$ cat src/rtl/led_blink_engine_if.sv
// Configuration write port of the LED blink engine.
// The board controller drives the master side; the engine samples the slave side.
interface led_blink_engine_if #(
  parameter int NUM_CH  = 2,
  parameter int CNT_W   = 16,
  parameter int BURST_W = 8
);
  logic                      cfg_we;
  logic [$clog2(NUM_CH)-1:0] cfg_ch;
  logic [1:0]                cfg_mode;
  logic [CNT_W-1:0]          cfg_half;
  logic [BURST_W-1:0]        cfg_count;

  modport master (
    output cfg_we, cfg_ch, cfg_mode, cfg_half, cfg_count
  );

  modport slave (
    input cfg_we, cfg_ch, cfg_mode, cfg_half, cfg_count
  );
endinterface

$ cat src/rtl/led_blink_engine.sv
// Multi-channel LED driver with OFF / ON / BLINK / BURST modes, a shared tick
// prescaler and a runtime configuration write port.
module led_blink_engine #(
  parameter int NUM_CH   = 2,
  parameter int CNT_W    = 16,
  parameter int PRESCALE = 11,
  parameter int BURST_W  = 8
) (
  input  logic              CLOCK_50,
  input  logic              reset,
  led_blink_engine_if.slave cfg,
  output logic [NUM_CH-1:0] LEDG,
  output logic [NUM_CH-1:0] busy
);

  localparam int CH_W = $clog2(NUM_CH);
  localparam int PS_W = (PRESCALE > 1) ? $clog2(PRESCALE) : 1;

  typedef enum logic [1:0] {
    MODE_OFF   = 2'b00,
    MODE_ON    = 2'b01,
    MODE_BLINK = 2'b10,
    MODE_BURST = 2'b11
  } mode_e;

  logic [PS_W-1:0] pre_q;
  logic [PS_W-1:0] pre_d;
  logic            tick;

  // Free-running prescaler; config writes never touch it.
  always_comb begin
    tick  = (pre_q == PS_W'(PRESCALE - 1));
    pre_d = tick ? '0 : pre_q + 1'b1;
  end

  always_ff @(posedge CLOCK_50) begin
    if (reset) pre_q <= '0;
    else       pre_q <= pre_d;
  end

  for (genvar c = 0; c < NUM_CH; c++) begin : g_ch
    mode_e              mode_q;
    logic [CNT_W-1:0]   half_q;
    logic [CNT_W-1:0]   phase_q;
    logic [BURST_W-1:0] rem_q;
    logic               led_q;
    logic               busy_q;
    logic               hit;
    logic               run;
    logic               wrap;

    // Out-of-range channel numbers match no channel, so such writes vanish.
    assign hit  = cfg.cfg_we && (cfg.cfg_ch == CH_W'(c));
    assign run  = tick && ((mode_q == MODE_BLINK) || (mode_q == MODE_BURST));
    assign wrap = (phase_q == half_q - 1'b1);

    always_ff @(posedge CLOCK_50) begin
      if (reset) begin
        mode_q  <= MODE_OFF;
        half_q  <= '0;
        phase_q <= '0;
        rem_q   <= '0;
        led_q   <= 1'b0;
        busy_q  <= 1'b0;
      end else if (hit) begin
        half_q  <= (cfg.cfg_half == '0) ? CNT_W'(1) : cfg.cfg_half;
        phase_q <= '0;
        rem_q   <= cfg.cfg_count;
        case (mode_e'(cfg.cfg_mode))
          MODE_OFF: begin
            mode_q <= MODE_OFF;
            led_q  <= 1'b0;
            busy_q <= 1'b0;
          end
          MODE_ON: begin
            mode_q <= MODE_ON;
            led_q  <= 1'b1;
            busy_q <= 1'b0;
          end
          MODE_BLINK: begin
            mode_q <= MODE_BLINK;
            led_q  <= 1'b1;
            busy_q <= 1'b0;
          end
          MODE_BURST: begin
            // An empty burst collapses straight to idle.
            if (cfg.cfg_count != '0) begin
              mode_q <= MODE_BURST;
              led_q  <= 1'b1;
              busy_q <= 1'b1;
            end else begin
              mode_q <= MODE_OFF;
              led_q  <= 1'b0;
              busy_q <= 1'b0;
            end
          end
        endcase
      end else if (run) begin
        if (wrap) begin
          phase_q <= '0;
          led_q   <= ~led_q;
          // Falling edge of a burst pulse consumes one pulse.
          if ((mode_q == MODE_BURST) && led_q) begin
            rem_q <= rem_q - 1'b1;
            if (rem_q == BURST_W'(1)) begin
              mode_q <= MODE_OFF;
              busy_q <= 1'b0;
            end
          end
        end else begin
          phase_q <= phase_q + 1'b1;
        end
      end
    end

    assign LEDG[c] = led_q;
    assign busy[c] = busy_q;
  end

endmodule

$ cat src/flat_wrapper.sv
// flat-port wrapper written by rule: the top's interface ports become plain ports
module led_blink_engine_flat 
#(
  parameter int NUM_CH   = 2,
  parameter int CNT_W    = 16,
  parameter int PRESCALE = 11,
  parameter int BURST_W  = 8
)
  (CLOCK_50, reset, LEDG, busy, cfg_cfg_we, cfg_cfg_ch, cfg_cfg_mode, cfg_cfg_half, cfg_cfg_count);
  led_blink_engine_if #(.NUM_CH(NUM_CH), .CNT_W(CNT_W), .BURST_W(BURST_W)) cfg_i ();
  input  logic CLOCK_50;
  input  logic reset;
  output logic [NUM_CH-1:0] LEDG;
  output logic [NUM_CH-1:0] busy;
  input wire logic [$bits(cfg_i.cfg_we)-1:0] cfg_cfg_we;
  input wire logic [$bits(cfg_i.cfg_ch)-1:0] cfg_cfg_ch;
  input wire logic [$bits(cfg_i.cfg_mode)-1:0] cfg_cfg_mode;
  input wire logic [$bits(cfg_i.cfg_half)-1:0] cfg_cfg_half;
  input wire logic [$bits(cfg_i.cfg_count)-1:0] cfg_cfg_count;
  assign cfg_i.cfg_we = cfg_cfg_we;
  assign cfg_i.cfg_ch = cfg_cfg_ch;
  assign cfg_i.cfg_mode = cfg_cfg_mode;
  assign cfg_i.cfg_half = cfg_cfg_half;
  assign cfg_i.cfg_count = cfg_cfg_count;
  led_blink_engine #(.NUM_CH(NUM_CH), .CNT_W(CNT_W), .PRESCALE(PRESCALE), .BURST_W(BURST_W)) u_core (.CLOCK_50(CLOCK_50), .reset(reset), .cfg(cfg_i), .LEDG(LEDG), .busy(busy));
endmodule
$ cat config.mk
export PLATFORM = sky130hd
export DESIGN_NAME = led_blink_engine_flat
export DESIGN_NICKNAME = d
export VERILOG_FILES = /design/src/rtl/led_blink_engine_if.sv /design/src/rtl/led_blink_engine.sv /design/src/flat_wrapper.sv
export SDC_FILE = /design/constraint.sdc
export NUM_CORES = 1
export LEC_CHECK = 0
export ABC_AREA = 0
export CORE_UTILIZATION = 55
export CTS_CLUSTER_SIZE = 40
export DETAILED_ROUTE_END_ITERATION = 8
export GPL_TIMING_DRIVEN = 0
export PLACE_DENSITY = 0.83
export SYNTH_ARGS = -nofsm -noshare
export SYNTH_HDL_FRONTEND = slang
export SYNTH_SLANG_ARGS = --single-unit
$ cat constraint.sdc
create_clock -name CLOCK_50 -period 3.5 [get_ports CLOCK_50]
set_clock_uncertainty 0.15 [all_clocks]
set_input_delay 0.7 -clock CLOCK_50 [delete_from_list [all_inputs] [get_ports CLOCK_50]]
set_output_delay 0.7 -clock CLOCK_50 [all_outputs]
set_load 0.005 [all_outputs]
After elaboration in Yosys (flattened, before gate mapping)
Index checks and enable logic that the tools add are counted.

operators by class
  $add $sub $neg = 7
  multipliers = 0
  div/mod/pow operators = 0
  order comparisons = 0
  equal/unequal tests = 12
  shift-type cells = 0
  multiplexer cells = 42
  bitwise operators = 3
  reductions and logical operators = 30

operators by type and width
  cell                                                 number
  2-to-1 mux 8 bit                                     8
  2-to-1 mux 16 bit                                    3
  adder 16 x 1 -> 16 bit (second input constant)       2
  == test 16 bit                                       2
  subtractor 16 x 1 -> 16 bit (second input constant)  2
  2-to-1 mux 2 bit                                     11
  2-to-1 mux 1 bit                                     17
  == test 8 x 1 -> 1 bit (second input constant)       2
  zero test 16 bit                                     1
  nonzero test 2 bit                                   8
  subtractor 8 x 1 -> 8 bit (second input constant)    2
  == test 2 bit (second input constant)                6
  one-hot mux 2 bit (4 select lines)                   1
  AND reduction 4 bit                                  2
  nonzero test 8 bit                                   1
  OR reduction 2 bit                                   4
  logical AND 1 bit                                    6
  AND reduction 3 bit                                  2
  adder 4 x 1 -> 4 bit (second input constant)         1
  == test 4 bit (second input constant)                1
  AND reduction 2 bit                                  2
  NOT 1 bit                                            3
  one-hot mux 1 bit (3 select lines)                   1
  OR reduction 3 bit                                   1
  other kinds (4)                                      5

word-level totals
  flip-flop bits (word level) = 92
  bits in latches = 0
  memory bits (writable) = 0
  memory bits (read-only) = 0
  input bits = 30
  output and inout bits = 4
  logic and storage cells = 107
  memories kept = 0

Depth between registers and ports, before layout
Gate-level depths: netlist of the first run.

  depth in word-level cells = 6
  gate-level depth with buffers = 12
  gate-level depth less buffers = 10

Worst setup path after synthesis of the first run
OpenSTA, ideal clock, no wires.

  kind = flip-flop to flip-flop
  from = register u_core.g_ch[1].half_q[0]
  to = register u_core.g_ch[1].rem_q[6]
  setup time = 0.091 ns
  arrival time = 2.554 ns
  required time = 3.259 ns
  setup slack = 0.705 ns
  stages on the path, launching flop included = 11
  buffers on the path = 0
  path through = dfxtp_1 > inv_1 > ha_1 > nor3b_1 > nand4_1 > xnor2_1 > a221o_1 > nor4_4 > nand3_2 > or3_1 > a311oi_1

on the way
  word-level cells in the longest chain between the ends = 4

ends and longest elaborated chain
  element                               line                     RTL
  start, declared                       led_blink_engine.sv:43   logic [CNT_W-1:0] half_q;
  start signal, assigned                led_blink_engine.sv:66   half_q <= (cfg.cfg_half == '0) ? CNT_W'(1) : cfg.cfg_half;
  subtractor 16 x 1 -> 16 bit           led_blink_engine.sv:55   assign wrap = (phase_q == half_q - 1'b1);
  == test 16 bit                        led_blink_engine.sv:55
  nonzero test 2 bit (no source line)   -
  AND reduction 3 bit (no source line)  -
  end signal, assigned                  led_blink_engine.sv:68   rem_q <= cfg.cfg_count;
  end signal, assigned                  led_blink_engine.sv:104  rem_q <= rem_q - 1'b1;
  end, declared                         led_blink_engine.sv:45   logic [BURST_W-1:0] rem_q;

No other way between the ends.
A chain may end at the register's enable or synchronous reset.

Worst setup path in the final report of the first run
  from = register u_core.g_ch[0].half_q[0]
  to = register u_core.g_ch[0].phase_q[8]

on the way
  word-level cells in the longest chain between the ends = 3

ends and longest elaborated chain
  element                      line                     RTL
  start, declared              led_blink_engine.sv:43
  start signal, assigned       led_blink_engine.sv:66
  subtractor 16 x 1 -> 16 bit  led_blink_engine.sv:55
  == test 16 bit               led_blink_engine.sv:55
  2-to-1 mux 16 bit            led_blink_engine.sv:99   if (wrap) begin
  end signal, assigned         led_blink_engine.sv:111  phase_q <= phase_q + 1'b1;
  end, declared                led_blink_engine.sv:44   logic [CNT_W-1:0] phase_q;

No other way between the ends.

==> flow_metrics.env, run 1 <==
export IMPL_outcome="finished, violations left"
export IMPL_violations="design-rule violations"
export IMPL_antenna_found_initial=0
export IMPL_fin_nets=716
export IMPL_htree_levels=3
export IMPL_fp_dieW_um=98
export IMPL_path_buf_inv=3
export IMPL_synthMuxAreaShare=0.0183
export IMPL_rsz0062_at_grt="no"
export IMPL_met1_usage=0.337
export IMPL_path_max_fanout=10
export IMPL_synth_distinct_cells=60
export IMPL_gp_congestion=0.941
export IMPL_slowest_delay_ns=0.53
export IMPL_routedWlPerCell_um=15.2
export IMPL_drv_slew=0
export IMPL_worstSetupEndpointType="flop"
export IMPL_hold_buffers=0
export IMPL_firstDrtPassIters=7
export IMPL_grt_pass1_wl_mm=20.0
export IMPL_dp_cells=771
export IMPL_grt_use_total=0.256
export IMPL_synthSimpleGateAreaFrac=0.281
export IMPL_floorplan_rows=34
export IMPL_worstPathArrival_ns=3.44
export IMPL_root_buffer="clkbuf_8"
export IMPL_clk_pin_slew_ns=0.10
export IMPL_synthFlopType="dfxtp_1"
export IMPL_seq_area_frac_synth=0.363
export IMPL_criticalPathCategory="reg2reg"
export IMPL_fp_dieH_um=98
export IMPL_fmax_mhz=301
export IMPL_synth_area_top_cells="dfxtp_1, xor2_1, nand2_1"
export IMPL_drt_total_wl_mm=11.9
export IMPL_synthXorXnorAreaFrac=0.145
export IMPL_synth_edff_count=0
export IMPL_crit_path_top_delay_cell="nor3b_1"
export IMPL_total_leakage_power_uw=0.00210
export IMPL_synth_fa_ha_area_frac=0.0296
export IMPL_grt_pass1_vias=4324
export IMPL_drv_cap=0
export IMPL_setup_viol=0
export IMPL_drtIter0Drc=286
export IMPL_core_area_um2=8810
export IMPL_vias_per_cell=5.85
export IMPL_netlist_instances=631
export IMPL_setup_tns_ns=0
export IMPL_yosysTopAreaCellShare=0.363
export IMPL_fin_crit_ns=3.32
export IMPL_finalHoldViolCount=0
export IMPL_synth_seq_cells=92
export IMPL_clk_latency_ns=0.37
export IMPL_worst_ep_required_time_ns=3.62
export IMPL_multi_input_area_um2=3040
export IMPL_syn_avg_cell_area_um2=8.03
export IMPL_synth_top_cell_by_area="dfxtp_1"
export IMPL_r2r_cells=12
export IMPL_drc_errors=4
export IMPL_dieArea_um2=9600
export IMPL_antenna_left=0
export IMPL_netlist_area_um2=5070
export IMPL_ff2ff_setup_slack_ns=0.18
export IMPL_crit_family="simple AND/OR/NAND/NOR gates"
export IMPL_grt_max_degree=15
export IMPL_io_buffers=32
export IMPL_synth_nets=673
export IMPL_synthTopCellsByCount="dfxtp_1, nand2_1, nor2_1"
export IMPL_synthArstFlopShare=0
export IMPL_ys_warn_count=0
export IMPL_register_area_um2=1840
export IMPL_cts_made_buffers=9
export IMPL_critPathLaunch="u_core.g_ch[0].half_q[0]$_SDFFE_PP0P_"
export IMPL_diodes=0
export IMPL_start_util=0.576
export IMPL_slew_headroom=0.316
export IMPL_cp_depth=12
export IMPL_synth_top_family_by_area="simple AND/OR/NAND/NOR gates"
export IMPL_worstMarginPinSlew_ns=1.02
export IMPL_grt_busiest_layer="met2"
export IMPL_crit_chain="inv_1, ha_1, nor3b_1, nand4b_1, xnor2_1, nand4_1, nor4_2, buf_2, nand2_1, nand2_1, buf_2, nor2_1"
export IMPL_grt_use_met2=0.431
export IMPL_fillers=744
export IMPL_synth_compound_area_frac=0.120
export IMPL_crit_path_end="u_core.g_ch[0].phase_q[8]$_SDFFE_PP0P_"
export IMPL_area_growth_pct=13.6
export IMPL_cts_sinks=92
export IMPL_fin_cells=787
export IMPL_hold_path_class="reg2reg"
export IMPL_reg2reg_from="u_core.g_ch[0].half_q[0]$_SDFFE_PP0P_"
export IMPL_grt_use_met3=0.0494
export IMPL_clockBufferDepth=2
export IMPL_start_kind="flop"
export IMPL_num_vias=4604
export IMPL_p_per_area_nw_per_um2=386
export IMPL_r2r_end="u_core.g_ch[0].phase_q[8]$_SDFFE_PP0P_"
export IMPL_hpwl_mm=8.98
export IMPL_drive_gt1_frac=0.0619
export IMPL_boundaryPins=34
export IMPL_overflow=0
export IMPL_timing_final_crit_share=0.949
export IMPL_vdd_drop_max_mv=0.205
export IMPL_cts_tree="yes"
-- what timing repair did --
action | 4_1_cts | 5_1_grt
gates resized for setup | 0 | 5
setup buffers | 0 | 0
endpoints found under the setup margin | 0 | 26
-- where the power goes --
part	switching, uW	leakage, uW	total (uW)	internal (uW)
clock network	372	0.000102	739	367
logic	194	0.00125	358	164
registers	39.9	0.000749	1120	1080
-- per-layer routing --
metal  up-vias  routed length, um
li1       2267                  -
met1      2170               5390
met2       154               5730
met3        13                729
met4         0                 84
met5         -                  0
-- metrics by stage --
stage | total power (uW) | instance area [um^2] | setup WS (ns) | hold WS [ns] | util
detailed placement | 1490 | 5520 | 0.142 | 0.296 | 0.627
global route | 2310 | 5760 | 0.00556 | 0.348 | 0.654
global placement | 1480 | 5520 | 0.207 | 0.292 | 0.627
finish | 2220 | 5760 | 0.177 | 0.316 | 0.654
CTS | 2220 | 5730 | 0.109 | 0.317 | 0.650
floorplan | 1380 | 5070 | 0.705 | 0.274 | -
-- worst min path at each step --
stage	from	end	slack (ns)	cells past startpoint
floorplan	u_core.g_ch[0].mode_q[0]$_SDFFE_PP0P_	u_core.g_ch[0].mode_q[0]$_SDFFE_PP0P_	0.27	1
global placement	u_core.g_ch[0].mode_q[1]$_SDFFE_PP0P_	u_core.g_ch[0].mode_q[1]$_SDFFE_PP0P_	0.29	1
detailed placement	u_core.g_ch[0].mode_q[1]$_SDFFE_PP0P_	u_core.g_ch[0].mode_q[1]$_SDFFE_PP0P_	0.30	1
CTS	u_core.g_ch[1].mode_q[0]$_SDFFE_PP0P_	u_core.g_ch[1].mode_q[0]$_SDFFE_PP0P_	0.32	2
global route	u_core.g_ch[0].mode_q[0]$_SDFFE_PP0P_	u_core.g_ch[0].mode_q[0]$_SDFFE_PP0P_	0.35	1
finish	u_core.g_ch[1].mode_q[0]$_SDFFE_PP0P_	u_core.g_ch[1].mode_q[0]$_SDFFE_PP0P_	0.32	2
-- area by class of cell --
type / instances / area share
multi-input combinational: 489 / 0.528
sequential: 92 / 0.320
clock inverter: 4 / 0.00826
clock buffer: 12 / 0.0269
buffer: 36 / 0.0287
inverter: 14 / 0.00913
timing repair buffer: 32 / 0.0556
tap: 108 / 0.0235
-- cells by family after synthesis --
kind of cell	count (synthesis)
and+or+nand+nor	288
xor gates and xnor gates	83
adders and majority gates	12
buffers and inverters	50
muxes	9
DFF	92
AOI/OAI and AO/OA	97
-- flip-flops by register name, summed over array words and instances (netlist names) --
signal	flops
u_core.g_ch.phase_q	32
u_core.g_ch.busy_q	2
u_core.g_ch.mode_q	4
u_core.g_ch.rem_q	16
u_core.pre_q	4
u_core.g_ch.half_q	32
u_core.g_ch.led_q	2
-- worst register-to-register path: stages, from the launching register on --
cell      delay, ns
dfxtp_1        0.37
inv_1          0.08
ha_1           0.21
nor3b_1        0.53
nand4b_1       0.19
xnor2_1        0.20
nand4_1        0.13
nor4_2         0.38
buf_2          0.27
nand2_1        0.10
nand2_1        0.26
buf_2          0.27
nor2_1         0.08
-- cells in the final DEF (no fill, tap or decap), drive strengths merged, types with 4 or more instances in the layout --
cell | Yosys | layout
nand4 | 16 | 16
nor3 | 18 | 18
xnor2 | 38 | 38
a211oi | 9 | 9
and3 | 11 | 11
clkdlybuf4s50 | 0 | 32
ha | 12 | 12
nand2b | 7 | 7
inv | 14 | 14
dfxtp | 92 | 92
nand2 | 92 | 92
clkbuf | 21 | 33
and2 | 4 | 4
a22o | 6 | 6
xor2 | 45 | 45
nand3 | 20 | 20
mux2i | 7 | 7
buf | 15 | 15
nor4 | 16 | 16
nor2 | 73 | 73
nand3b | 5 | 5
nand4b | 4 | 4
o21ai | 13 | 13
nor3b | 7 | 7
a21oi | 43 | 43
Power figures use the tool's default switching activity.
==> run 2, diff against run 1 <==
Settings changed: TNS_END_PERCENT set to 20.
==> results of run 2 <==
No change in the layout: final DEF, timing and power equal those of run 1.
==> run 3, diff against run 2 <==
Clock period 3.5 ns to 4.3 ns, I/O delays scaled along.
==> run 3 against run 2 <==
The run still ends with design-rule violations left; combinational power down 20%; clock power down 19%; worst hold slack better by 0.00072 ns; cell count unchanged; non-clock buffer count unchanged; worst setup slack better by 0.64 ns; cell area down 0.54%; core utilization down 0.36 points; maximum frequency down 4.5%; first-iteration DRC count up 2.4%; critical path depth down 2; wire length down 1.1%; largest cell class unchanged; highest routed layer unchanged.
==> flow_metrics.env, run 3 (same netlist as run 1, synthesis figures left out) <==
export IMPL_worst_ep_required_time_ns=4.42
export IMPL_antenna_left=0
export IMPL_path_max_fanout=10
export IMPL_crit_top_cell="nor4_1"
export IMPL_fin_crit_ns=3.48
export IMPL_largestRegisters="u_core.g_ch.half_q (32), u_core.g_ch.phase_q (32), u_core.g_ch.rem_q (16)"
export IMPL_firstDrtPassIters=6
export IMPL_intPower_uw=1310
export IMPL_start_util=0.576
export IMPL_hpwl_mm=8.98
export IMPL_fp_dieH_um=98
export IMPL_drt_total_wl_mm=11.8
export IMPL_slew_headroom=0.316
export IMPL_num_vias=4573
export IMPL_cts_sinks=92
export IMPL_grt_pass1_vias=4324
export IMPL_rsz0062_at_grt="no"
export IMPL_path_buf_inv=2
export IMPL_fin_area_um2=5730
export IMPL_criticalPathCategory="reg2reg"
export IMPL_finalHoldViolCount=0
export IMPL_pwr_share_seq=0.507
export IMPL_p_per_area_nw_per_um2=314
export IMPL_htree_levels=3
export IMPL_cts_made_buffers=9
export IMPL_start_kind="flop"
export IMPL_fin_nets=716
export IMPL_total_leakage_power_uw=0.00209
export IMPL_grt_use_total=0.256
export IMPL_worstHoldStart="u_core.g_ch[1].mode_q[0]$_SDFFE_PP0P_"
export IMPL_crit_chain="nor4_1, nand3_1, nor4_1, o22ai_1, nor4_1, buf_2, nand2_1, nand2_1, buf_2, nor2_1"
export IMPL_fmax_mhz=287
export IMPL_floorplan_rows=34
export IMPL_p_sw_uw=489
export IMPL_diodes=0
export IMPL_worstMarginPinSlew_ns=1.02
export IMPL_vdd_drop_max_mv=0.167
export IMPL_hold_buffers=0
export IMPL_crit_path_top_delay_cell="nor4_1"
export IMPL_violations="design-rule violations"
export IMPL_pwr_share_clk=0.334
export IMPL_root_buffer="clkbuf_8"
export IMPL_cts_setup_buffers=0
export IMPL_drc_errors=4
export IMPL_p_comb_frac=0.160
export IMPL_clk_pin_slew_ns=0.10
export IMPL_slowest_delay_ns=0.61
export IMPL_drtIter0Drc=293
export IMPL_critPathLaunch="u_core.g_ch[0].half_q[4]$_SDFFE_PP0P_"
export IMPL_drv_cap=0
export IMPL_vias_per_cell=5.81
export IMPL_drive_gt1_frac=0.0560
export IMPL_hold_path_class="reg2reg"
export IMPL_cts_resized=0
export IMPL_boundaryPins=34
export IMPL_cts_tree="yes"
export IMPL_overflow=0
export IMPL_dieArea_um2=9600
export IMPL_antenna_found_initial=0
export IMPL_io_buffers=32
export IMPL_crit_family="simple AND/OR/NAND/NOR gates"
export IMPL_area_growth_pct=13.0
export IMPL_worstSetupEndpointType="flop"
export IMPL_clk_latency_ns=0.37
export IMPL_clockBufferDepth=2
export IMPL_worstPathArrival_ns=3.60
export IMPL_drv_slew=0
export IMPL_final_cell_mix="nand2_1, dfxtp_1, nor2_1, xor2_1, a21oi_1"
export IMPL_switching_share=0.272
export IMPL_core_area_um2=8810
export IMPL_fp_dieW_um=98
export IMPL_setup_tns_ns=0
export IMPL_routedWlPerCell_um=15.0
export IMPL_timing_final_crit_share=0.809
export IMPL_gp_congestion=0.941
export IMPL_outcome="finished, violations left"
export IMPL_reg2reg_from="u_core.g_ch[0].half_q[4]$_SDFFE_PP0P_"
export IMPL_grt_max_degree=15
export IMPL_placed_area_um2=5520
export IMPL_grt_pass1_wl_mm=20.0
export IMPL_setup_viol=0
-- run 3: cell types whose count changed in the layout (fill, tap and decap cells not counted) --
cell     change
nor3b_2      -2
nor4_4       -1
nor4_1       +2
nor3b_1      +2
nor4_2       -1
-- run 3: path summary, 6_finish.rpt --
path / to / slack, ns / cells past startpoint
worst max-delay path: u_core.g_ch[0].phase_q[8]$_SDFFE_PP0P_ / 0.82 / 10
worst min register to register: u_core.g_ch[1].mode_q[0]$_SDFFE_PP0P_ / 0.32 / 2
worst max register to register: u_core.g_ch[0].phase_q[8]$_SDFFE_PP0P_ / 0.82 / 10
worst min-delay path: u_core.g_ch[1].mode_q[0]$_SDFFE_PP0P_ / 0.32 / 2
-- run 3: power groups by stage --
| stage | registers (uW) | clock network (uW) | logic (uW) |
|---|---|---|---|
| 2_1_floorplan | 923 | 0 | 197 |
| 3_3_place_gp | 930 | 0 | 272 |
| 3_5_place_dp | 932 | 0 | 282 |
| 4_1_cts | 912 | 613 | 284 |
| 5_1_grt | 917 | 646 | 316 |
| 6_report | 912 | 601 | 287 |
-- run 3: cell type report --
| cell class | count | area (um^2) |
|---|---|---|
| plain buffers | 36 | 165 |
| clock buffers | 12 | 155 |
| clock inverters | 4 | 47.5 |
| fillers | 749 | 3080 |
| inverters | 14 | 52.6 |
| multi-input cells | 489 | 3010 |
| flip-flops and latches | 92 | 1840 |
| well taps | 108 | 135 |
| repair buffers | 32 | 320 |
-- run 3: layer usage --
layer,up-vias,global-route usage,share of wire
li1,2267,-,-
met1,2161,0.337,0.47
met2,133,0.431,0.47
met3,12,0.0494,0.054
met4,0,0.0664,0.0098
met5,-,0,0
-- run 3: through the flow --
step / utilization / std cells / power, uW / worst slack [ns] / hold WS (ns)
detailed placement: 0.627 / 771 / 1210 / 0.942 / 0.296
global placement: 0.627 / 771 / 1200 / 1.01 / 0.292
finish: 0.650 / 787 / 1800 / 0.820 / 0.317
floorplan: - / 631 / 1120 / 1.51 / 0.274
global route: 0.650 / 787 / 1880 / 0.597 / 0.348
CTS: 0.650 / 787 / 1810 / 0.909 / 0.317
-- run 3: worst register-to-register path, stage by stage (launching register included) --
cell and delay, ns:
dfxtp_1 0.38, nor4_1 0.61, nand3_1 0.24, nor4_1 0.35
o22ai_1 0.13, nor4_1 0.52, buf_2 0.30, nand2_1 0.10
nand2_1 0.26, buf_2 0.27, nor2_1 0.08
==> RTL edit (config.mk and constraints of run 1) <==
`NUM_CH` is set to 2 in 3 places; all go to 8.
--- a/src/rtl/led_blink_engine_if.sv
+++ b/src/rtl/led_blink_engine_if.sv
@@ -2,5 +2,5 @@
 // The board controller drives the master side; the engine samples the slave side.
 interface led_blink_engine_if #(
-  parameter int NUM_CH  = 2,
+  parameter int NUM_CH  = 8,
   parameter int CNT_W   = 16,
   parameter int BURST_W = 8
--- a/src/rtl/led_blink_engine.sv
+++ b/src/rtl/led_blink_engine.sv
@@ -2,5 +2,5 @@
 // prescaler and a runtime configuration write port.
 module led_blink_engine #(
-  parameter int NUM_CH   = 2,
+  parameter int NUM_CH   = 8,
   parameter int CNT_W    = 16,
   parameter int PRESCALE = 11,
--- a/src/flat_wrapper.sv
+++ b/src/flat_wrapper.sv
@@ -2,5 +2,5 @@
 module led_blink_engine_flat 
 #(
-  parameter int NUM_CH   = 2,
+  parameter int NUM_CH   = 8,
   parameter int CNT_W    = 16,
   parameter int PRESCALE = 11,
Interface: changed (resized LEDG, busy and cfg_cfg_ch); port bits go from 34 to 48. The function was not compared with the original's and may differ.
==> RTL edit against run 1 <==
Power increased to 4.5 times the old value; combinational power grew to 3.0 times the old value; routed wire length grew to 5.1 times the old value; cell count increased to 4.1 times the old value; area after synthesis rose to 4.0 times the old value; final area rose to 4.0 times the old value; sequential cell count increased by 264; setup slack worse by 88 ps.
==> RTL edit: results <==
[routing]
met3_length_um = 5373
routed.top_layer = "met5"
routed_via_density = 6.201
dr.pass1.iters = 8
met1_length_um = 24480

[global_routing]
grt.total_usage_pct = 31.23
grt_pass1_wl_um = 96200
grt_antenna_before_repair = 2

[power]
p_leak_nw = 8.250
ir_worst_vdd_uv = 420.9
intPower_mw = 7.351

[layout]
sh_seq_area_pct = 30.95
nets = 2769
drive_gt1_share_pct = 8.315
nMultiInputCombCells = 2039
multi_input_area_mm2 = 0.01259
antenna_cells = 1
fillers = 3004
buffers = 208

[synthesis]
synth.area.top_cells = "dfxtp_1, nand2_1, xnor2_1, nor2_1, xor2_1"
synth_cell_types = 93
netlist_top_cells_count = "nand2_1, dfxtp_1, nor2_1"
ys_seq_area_share_pct = 34.87

[cts]
clkTransAtPathRegs_ps = 60
cts-root-buf = "clkbuf_16"
ctsLongestPathBuffers = 3
cts.sinks = 356

[setup_path]
cpPeakStageDelay_ps = 500
crit_fanout = 6
slowest_stage = "or4b_4"

[placement]
placed_cells = 3116
dpl.hpwl_um = 41790
post-place-ws_ps = -330.2

[outcome]
outcome = "finished, final reports clean"
[RTL edit: cell families after synthesis]
| kind of cell | Yosys count | share of synthesized area [%] |
|---|---|---|
| AOI/OAI and AO/OA | 427 | 13.80 |
| xor gates and xnor gates | 290 | 12.50 |
| adders and majority gates | 36 | 2.204 |
| buffers and inverters | 232 | 4.763 |
| DFF | 356 | 34.87 |
| muxes | 23 | 1.139 |
| and+or+nand+nor | 1263 | 30.73 |
[RTL edit: worst max-delay path by stage]
| stage | from | to | slack [ps] | cells after the start |
|---|---|---|---|---|
| detailed placement | u_core.g_ch[3].half_q[0] | u_core.g_ch[3].phase_q[7] | -330 | 12 |
| global placement | u_core.g_ch[3].half_q[0] | u_core.g_ch[3].phase_q[13] | -220 | 13 |
| floorplan | u_core.g_ch[3].half_q[0] | u_core.g_ch[3].busy_q | 270 | 12 |
| CTS | u_core.g_ch[3].half_q[0] | u_core.g_ch[3].rem_q[2] | 9 | 11 |
| finish | u_core.g_ch[4].half_q[0] | u_core.g_ch[4].rem_q[5] | 90 | 11 |
| global route | u_core.g_ch[7].half_q[7] | u_core.g_ch[7].rem_q[7] | -20 | 10 |
[RTL edit: power groups by stage]
stage	Clock (mW)	Sequential [mW]	Combinational, mW
after floorplan	0	4.27	0.716
after global placement	0	4.29	0.955
after detailed placement	0	4.29	0.989
after CTS	4.67	4.20	1.00
after global routing	4.84	4.21	1.14
final	4.66	4.21	1.07
[RTL edit: per-stage QoR]
step	instance area [um^2]	TNS, ps	hold slack, ps	utilization, %	power, mW
6_report	23050	0	323.5	62.97	9.938
5_1_grt	23050	-52.84	336.4	62.97	10.19
4_1_cts	22760	0	321.3	62.18	9.874
3_5_place_dp	21240	-11070	313.7	58.02	5.278
3_3_place_gp	21230	-5683	306.3	58.00	5.242
2_1_floorplan	20440	0	297.8	-	4.983
